### src/rtl/ccd_cfg_pkg.sv
// Shared types and constant register table for the CCD sensor configuration sequencer.
package ccd_cfg_pkg;

  typedef enum logic [2:0] {
    ST_SETTLE,
    ST_IDLE,
    ST_ISSUE,
    ST_WAIT,
    ST_NEXT,
    ST_DONE,
    ST_ERROR
  } state_t;

  localparam int CFG_LEN = 8;
  localparam int IDX_W   = 3;
  localparam logic [IDX_W-1:0] IDX_EXP = 3'd1;

  localparam logic [7:0] REG_ROW_START = 8'h01;
  localparam logic [7:0] REG_COL_START = 8'h02;
  localparam logic [7:0] REG_ROW_SIZE  = 8'h03;
  localparam logic [7:0] REG_COL_SIZE  = 8'h04;
  localparam logic [7:0] REG_SHUTTER   = 8'h09;
  localparam logic [7:0] REG_ROW_MODE  = 8'h22;
  localparam logic [7:0] REG_COL_MODE  = 8'h23;
  localparam logic [7:0] REG_GAIN      = 8'h35;

  localparam logic [15:0] SKIP_ZOOM   = 16'h0000;
  localparam logic [15:0] SKIP_NORMAL = 16'h0033;

  localparam logic [7:0] CFG_REG [CFG_LEN] = '{
    REG_ROW_START, REG_SHUTTER, REG_COL_START, REG_ROW_SIZE,
    REG_COL_SIZE, REG_ROW_MODE, REG_COL_MODE, REG_GAIN
  };

  // Entries 1, 5 and 6 are placeholders; their data is substituted at lookup.
  localparam logic [15:0] CFG_DATA [CFG_LEN] = '{
    16'h0036, 16'h0000, 16'h0010, 16'h077F,
    16'h09FF, 16'h0000, 16'h0000, 16'h0008
  };

endpackage

### src/rtl/ccd_config_sequencer_if.sv
// Write-command channel between the configuration sequencer and the I2C master.
interface ccd_config_sequencer_if;
  logic        ocmd_valid;
  logic [7:0]  ocmd_slave;
  logic [7:0]  ocmd_reg;
  logic [15:0] ocmd_data;
  logic        icmd_ready;
  logic        icmd_done;
  logic        icmd_nack;

  modport master (
    output ocmd_valid, ocmd_slave, ocmd_reg, ocmd_data,
    input  icmd_ready, icmd_done, icmd_nack
  );

  modport slave (
    input  ocmd_valid, ocmd_slave, ocmd_reg, ocmd_data,
    output icmd_ready, icmd_done, icmd_nack
  );
endinterface

### src/rtl/ccd_cfg_rom.sv
// Combinational table lookup: index plus live zoom/exposure values -> register write.
module ccd_cfg_rom
  import ccd_cfg_pkg::*;
(
  input  logic [IDX_W-1:0] idx,
  input  logic             zoom,
  input  logic [15:0]      exposure,
  output logic [7:0]       reg_addr,
  output logic [15:0]      reg_data
);

  always_comb begin
    reg_addr = CFG_REG[idx];
    reg_data = CFG_DATA[idx];
    if (reg_addr == REG_SHUTTER) begin
      reg_data = exposure;
    end else if (reg_addr == REG_ROW_MODE || reg_addr == REG_COL_MODE) begin
      reg_data = zoom ? SKIP_ZOOM : SKIP_NORMAL;
    end
  end

endmodule

### src/rtl/ccd_config_sequencer.sv
// Sequences the CCD register table over I2C, with NACK retry, exposure
// push-button stepping and zoom-triggered re-sequencing.
module ccd_config_sequencer
  import ccd_cfg_pkg::*;
#(
  parameter logic [7:0]  SLAVE_ADDR    = 8'hBA,
  parameter logic [15:0] EXP_DEFAULT   = 16'h0797,
  parameter logic [15:0] EXP_STEP      = 16'h0100,
  parameter int          MAX_RETRY     = 3,
  parameter int          SETTLE_CYCLES = 16
) (
  input  logic                   iclk,
  input  logic                   irst,
  input  logic                   istart_cfg,
  input  logic                   iexposure_adj,
  input  logic                   iexposure_dec_p,
  input  logic                   izoom_mode_sw,
  ccd_config_sequencer_if.master cmd,
  output logic                   obusy,
  output logic                   oconfig_done,
  output logic                   oerror,
  output logic [15:0]            oexposure
);

  state_t           state, state_nxt;
  logic [IDX_W-1:0] idx, idx_nxt;
  logic [15:0]      settle_cnt;
  logic [7:0]       retry;
  logic             pend_full, pend_exp, exp_only;
  logic [15:0]      exposure;
  logic             adj_p0, adj_p1, adj_p2;
  logic             zoom_p0, zoom_p1, zoom_p2;
  logic [7:0]       rom_reg, cmd_reg;
  logic [15:0]      rom_data, cmd_data;
  logic             adj_rise, zoom_chg, set_full, svc_full, svc_exp;
  logic             load, acked, nacked;

  function automatic logic [15:0] exp_step_sat(input logic [15:0] cur, input logic dec);
    logic [16:0] sum;
    if (dec) begin
      return (cur < EXP_STEP) ? 16'h0000 : cur - EXP_STEP;
    end
    sum = {1'b0, cur} + {1'b0, EXP_STEP};
    return sum[16] ? 16'hFFFF : sum[15:0];
  endfunction

  // p0/p1 form the synchroniser; p2 holds the previous synchronised level.
  assign adj_rise = adj_p1 & ~adj_p2;
  assign zoom_chg = zoom_p1 ^ zoom_p2;
  assign set_full = zoom_chg | (istart_cfg && state != ST_ERROR);
  assign svc_full = (state == ST_DONE) && pend_full;
  assign svc_exp  = (state == ST_DONE) && !pend_full && pend_exp;
  assign acked    = (state == ST_WAIT) && cmd.icmd_done && !cmd.icmd_nack;
  assign nacked   = (state == ST_WAIT) && cmd.icmd_done && cmd.icmd_nack;
  assign load     = (state_nxt == ST_ISSUE) && (state != ST_ISSUE);

  ccd_cfg_rom u_rom (
    .idx      (idx_nxt),
    .zoom     (zoom_p1),
    .exposure (exposure),
    .reg_addr (rom_reg),
    .reg_data (rom_data)
  );

  always_comb begin
    state_nxt = state;
    idx_nxt   = idx;
    case (state)
      ST_SETTLE: if (settle_cnt >= 16'(SETTLE_CYCLES - 1)) begin
        state_nxt = ST_ISSUE;
        idx_nxt   = '0;
      end
      ST_ISSUE: if (cmd.icmd_ready) state_nxt = ST_WAIT;
      ST_WAIT: begin
        if (acked) state_nxt = ST_NEXT;
        else if (nacked) state_nxt = (retry < 8'(MAX_RETRY)) ? ST_ISSUE : ST_ERROR;
      end
      ST_NEXT: begin
        if (exp_only || idx == IDX_W'(CFG_LEN - 1)) begin
          state_nxt = ST_DONE;
        end else begin
          state_nxt = ST_ISSUE;
          idx_nxt   = idx + IDX_W'(1);
        end
      end
      ST_DONE: begin
        if (pend_full) begin
          state_nxt = ST_ISSUE;
          idx_nxt   = '0;
        end else if (pend_exp) begin
          state_nxt = ST_ISSUE;
          idx_nxt   = IDX_EXP;
        end
      end
      ST_ERROR: if (istart_cfg) begin
        state_nxt = ST_ISSUE;
        idx_nxt   = '0;
      end
      default: state_nxt = ST_SETTLE;
    endcase
  end

  always_ff @(posedge iclk) begin
    if (!irst) begin
      state      <= ST_SETTLE;
      idx        <= '0;
      settle_cnt <= '0;
      retry      <= '0;
      pend_full  <= 1'b0;
      pend_exp   <= 1'b0;
      exp_only   <= 1'b0;
      exposure   <= EXP_DEFAULT;
      oexposure  <= EXP_DEFAULT;
      {adj_p0, adj_p1, adj_p2}    <= '0;
      {zoom_p0, zoom_p1, zoom_p2} <= '0;
    end else begin
      state   <= state_nxt;
      idx     <= idx_nxt;
      adj_p0  <= iexposure_adj;
      adj_p1  <= adj_p0;
      adj_p2  <= adj_p1;
      zoom_p0 <= izoom_mode_sw;
      zoom_p1 <= zoom_p0;
      zoom_p2 <= zoom_p1;
      if (state == ST_SETTLE) settle_cnt <= settle_cnt + 16'd1;
      if (adj_rise) exposure <= exp_step_sat(exposure, iexposure_dec_p);
      // A new event in the servicing cycle must survive the clear.
      pend_full <= set_full | (pend_full & ~svc_full);
      pend_exp  <= adj_rise | (pend_exp & ~(svc_full | svc_exp));
      if (state == ST_NEXT) retry <= '0;
      else if (nacked && retry < 8'(MAX_RETRY)) retry <= retry + 8'd1;
      else if (load && state != ST_WAIT) retry <= '0;
      if (svc_full || (state == ST_ERROR && istart_cfg)) exp_only <= 1'b0;
      else if (svc_exp) exp_only <= 1'b1;
      if (acked && idx == IDX_EXP) oexposure <= cmd_data;
    end
  end

  // Payload is captured on entry to ISSUE so it cannot move while stalled.
  always_ff @(posedge iclk) begin
    if (load) begin
      cmd_reg  <= rom_reg;
      cmd_data <= rom_data;
    end
  end

  assign cmd.ocmd_valid = (state == ST_ISSUE);
  assign cmd.ocmd_slave = SLAVE_ADDR;
  assign cmd.ocmd_reg   = cmd_reg;
  assign cmd.ocmd_data  = cmd_data;
  assign obusy          = (state == ST_SETTLE) || (state == ST_ISSUE) ||
                          (state == ST_WAIT) || (state == ST_NEXT);
  assign oconfig_done   = (state == ST_DONE);
  assign oerror         = (state == ST_ERROR);

endmodule

### src/flat_wrapper.sv
// flat-port wrapper written by rule: the top's interface ports become plain ports
module ccd_config_sequencer_flat import ccd_cfg_pkg::*;
#(
  parameter logic [7:0]  SLAVE_ADDR    = 8'hBA,
  parameter logic [15:0] EXP_DEFAULT   = 16'h0797,
  parameter logic [15:0] EXP_STEP      = 16'h0100,
  parameter int          MAX_RETRY     = 3,
  parameter int          SETTLE_CYCLES = 16
)
  (iclk, irst, istart_cfg, iexposure_adj, iexposure_dec_p, izoom_mode_sw, obusy, oconfig_done, oerror, oexposure, cmd_ocmd_valid, cmd_ocmd_slave, cmd_ocmd_reg, cmd_ocmd_data, cmd_icmd_ready, cmd_icmd_done, cmd_icmd_nack);
  ccd_config_sequencer_if cmd_i ();
  input  logic iclk;
  input  logic irst;
  input  logic istart_cfg;
  input  logic iexposure_adj;
  input  logic iexposure_dec_p;
  input  logic izoom_mode_sw;
  output logic obusy;
  output logic oconfig_done;
  output logic oerror;
  output logic [15:0] oexposure;
  output wire logic [$bits(cmd_i.ocmd_valid)-1:0] cmd_ocmd_valid;
  output wire logic [$bits(cmd_i.ocmd_slave)-1:0] cmd_ocmd_slave;
  output wire logic [$bits(cmd_i.ocmd_reg)-1:0] cmd_ocmd_reg;
  output wire logic [$bits(cmd_i.ocmd_data)-1:0] cmd_ocmd_data;
  input wire logic [$bits(cmd_i.icmd_ready)-1:0] cmd_icmd_ready;
  input wire logic [$bits(cmd_i.icmd_done)-1:0] cmd_icmd_done;
  input wire logic [$bits(cmd_i.icmd_nack)-1:0] cmd_icmd_nack;
  assign cmd_ocmd_valid = cmd_i.ocmd_valid;
  assign cmd_ocmd_slave = cmd_i.ocmd_slave;
  assign cmd_ocmd_reg = cmd_i.ocmd_reg;
  assign cmd_ocmd_data = cmd_i.ocmd_data;
  assign cmd_i.icmd_ready = cmd_icmd_ready;
  assign cmd_i.icmd_done = cmd_icmd_done;
  assign cmd_i.icmd_nack = cmd_icmd_nack;
  ccd_config_sequencer #(.SLAVE_ADDR(SLAVE_ADDR), .EXP_DEFAULT(EXP_DEFAULT), .EXP_STEP(EXP_STEP), .MAX_RETRY(MAX_RETRY), .SETTLE_CYCLES(SETTLE_CYCLES)) u_core (.iclk(iclk), .irst(irst), .istart_cfg(istart_cfg), .iexposure_adj(iexposure_adj), .iexposure_dec_p(iexposure_dec_p), .izoom_mode_sw(izoom_mode_sw), .cmd(cmd_i), .obusy(obusy), .oconfig_done(oconfig_done), .oerror(oerror), .oexposure(oexposure));
endmodule
### config.mk
export PLATFORM = sky130hd
export DESIGN_NAME = ccd_config_sequencer_flat
export DESIGN_NICKNAME = d
export VERILOG_FILES = /design/src/rtl/ccd_cfg_pkg.sv /design/src/rtl/ccd_config_sequencer_if.sv /design/src/rtl/ccd_cfg_rom.sv /design/src/rtl/ccd_config_sequencer.sv /design/src/flat_wrapper.sv
export SDC_FILE = /design/constraint.sdc
export NUM_CORES = 1
export LEC_CHECK = 0
export BUFFER_PORTS_ARGS = -buffer_cell sky130_fd_sc_hd__buf_2
export CORE_MARGIN = 10
export CORE_UTILIZATION = 62
export CTS_CLUSTER_DIAMETER = 80
export CTS_CLUSTER_SIZE = 14
export DETAILED_ROUTE_END_ITERATION = 10
export PLACE_DENSITY = 0.89
export SYNTH_ARGS = -nofsm -noshare
export SYNTH_HDL_FRONTEND = slang
export SYNTH_SLANG_ARGS = --single-unit
### constraint.sdc
create_clock -name iclk -period 9.3 [get_ports iclk]
set_input_delay 0.465 -clock iclk [delete_from_list [all_inputs] [get_ports iclk]]
set_output_delay 0.465 -clock iclk [all_outputs]
set_load 0.02 [all_outputs]
==> results.toml <==
[cts]
h-tree-depth = 3
cts_num_sinks = 87
cts-root-buf = "clkbuf_8"
clk_latency_ns = 0.37
post_cts_buffers = 0
cts_resized = 0
cts_tree = "built"
numCtsBuffers = 9
cts_hold_buf = 0
clkSlewWorstSetupHoldPaths_ns = 0.09
ctsLongestPathBuffers = 2

[worst_setup_path]
end_kind = "flop"
crit_required_ns = 9.42
cp_max_fo = 21
crit_type = "reg2reg"
cp-start-kind = "flop"
cp.arrival_ns = 3.91

[floorplan]
die_y_um = 103.7
placementRows = 30
die-area_um2 = 10760
fp.dieW_um = 103.7
io_pins = 61
core-area_um2 = 6794
start_util = 0.6398

[place]
gp_congestion = 0.9274
portBuffers = 50
pre_cts_ws_ns = 5.577
dpl.hpwl_um = 6644
dpl-instance-area_um2 = 4554

[cells_and_area]
area_delta_synth_final_pct = 10.56
finalInstanceArea_um2 = 4806
diodes = 0
final_nets = 524
final_util = 0.7074
layout-drive-gt1-share = 0.1850

[status]
status = "finished, final reports clean"

[route]
vias = 3433
dr.pass1.iters = 5
wl_um = 9395
wirelength_met1_um = 3809
ant_nets = 0
wl_met3_um = 650
routed.top_layer = "met4"
routedWlPerCell_um = 15.55
via_per_inst = 5.684
drc = 0
drt_iter0_markers = 236
dr_wl_met2_um = 4763

[logic_synthesis]
synth_simple_gate_area_frac = 0.2697
synth_top_cell_by_area = "dfxtp_1"
synthFlopType = "dfxtp_1"
ys_ff_latch = 87
synth-adder-area-share = 0.03454
syn_avg_cell_area_um2 = 9.268
syn_inst = 469
ys_warn_count = 0
synth_area_leaders = "dfxtp_1 30%, edfxtp_1 15%, nand2_1 5.4%"
synth-xor-area-share = 0.03022
yosysTopAreaCellShare = 0.2994
synth_most_common_cell = "dfxtp_1"
synth_cell_type_count = 69
synthMuxAreaShare = 0.002303
synth-compound-area-share = 0.1537
synth_top_family_by_area = "simple AND/OR/NAND/NOR gates"
synthArstFlopShare = 0
ys_seq_area_frac = 0.4514
synth_commonest_cells = "65 x dfxtp_1, 62 x nand2_1, 35 x a21oi_1, 35 x nor2_1, 28 x nand3_1"
synth_edf_count = 22
synth_area_um2 = 4347

[timing]
holdWs_ns = 0.2956
worst_slack_ns = 5.506
rsz0062_at_grt = "false"
hold_viol = 0
finClkSkew_ns = 0.01358
min_period_over_period = 0.4079
fmax_ghz = 0.2636
relSlewSlack = 0.2530
worst_slew_pin_slew_ns = 1.119
finalCriticalPeriod_ns = 3.794
setup_viol = 0
fin_setup_tns_ns = 0
slew_violations = 0

[global_route]
grt_usage = 0.1734
grt_start_max_net_pins = 32
antenna_found_initial = 0
grt-ovfl-total = 0
grt_pass1_wl_um = 15860
grt_pass1_vias = 3312

[job]
max_cap_violations = 0

[power]
p_per_area_nw_per_um2 = 155.3
p_leak_nw = 1.981
ir_drop_v = 0.0001231

[hold_path]
hp-class = "in2reg"
-- layout make-up --
cell class,count,area [µm²]
multi-input combinational,341,2170
sequential,87,1962
timing repair buffer,50,250.2
inverter,14,52.55
tap,96,120.1
clock inverter,7,127.6
clock buffer,9,123.9
fill,498,1988
-- critical path, cell delays in order (launching register included) --
cell	delay [ns]
dfxtp_1	0.88
nand3b_4	0.20
or3_1	0.43
o211a_1	0.22
o21ai_4	0.24
inv_2	0.12
ha_1	0.23
or3b_2	0.52
nand2_1	0.11
nand3_1	0.07
nand3_1	0.10
o21ai_0	0.09
a221o_1	0.33
-- per-layer routing --
layer,global-route usage,vias to the layer above
met5,0,-
met1,0.2023,1606
met3,0.05019,20
met4,0.06759,0
met2,0.2928,107
li1,-,1700
-- worst paths after layout --
check                                     start  slack, ns                       to  depth (start not counted)
worst min-delay path              iexposure_adj       0.30            u_core.adj_p0                          2
worst max-delay path            u_core.state[0]       5.51  u_core.cmd.ocmd_data[4]                         12
worst min register to register   u_core.zoom_p0       0.44           u_core.zoom_p1                          1
worst max register to register  u_core.state[0]       5.51  u_core.cmd.ocmd_data[4]                         12
-- kinds of logic after synthesis --
group,after synthesis
XOR/XNOR,15
adder cells (fa/ha/maj),12
buffers and inverters,49
AO/OA/AOI/OAI,96
multiplexers,1
AND/OR/NAND/NOR,207
other,2
flip-flops,87
-- cell usage in the layout (no fill, tap or decap), types with 3 or more instances in the layout --
cell and n:
o21ai_0 20, a31oi_1 3, o21a_1 3, dfxtp_1 65, nand2b_1 4, or3_1 7
nor2b_1 3, and2_1 23, inv_1 13, o211ai_1 5, o31ai_1 4, nor2_1 35
a21boi_0 3, nand3_1 28, xor2_1 5, clkbuf_8 9, a21oi_1 35, and3_1 5
ha_1 12, nor3_1 7, nor4_2 5, edfxtp_1 22, nand4_1 3, conb_1 10
bufinv_16 3, nand2_1 62, buf_2 50, xnor2_1 10
-- metrics by stage --
step                      cells  total power (W)
after floorplan             477        0.0004245
after global placement      588        0.0004274
after detailed placement    588        0.0004285
after CTS                   604        0.0007487
after global routing        604        0.0007682
final                       604        0.0007464
-- report_power, final --
group          internal, W  switching, W  leakage [nW]
clock             0.000182      0.000144         0.126
sequential        0.000389    0.00000510         0.715
combinational   0.00000816     0.0000183          1.14
total             0.000579      0.000167          1.98
(Power assumes the default switching activity.)
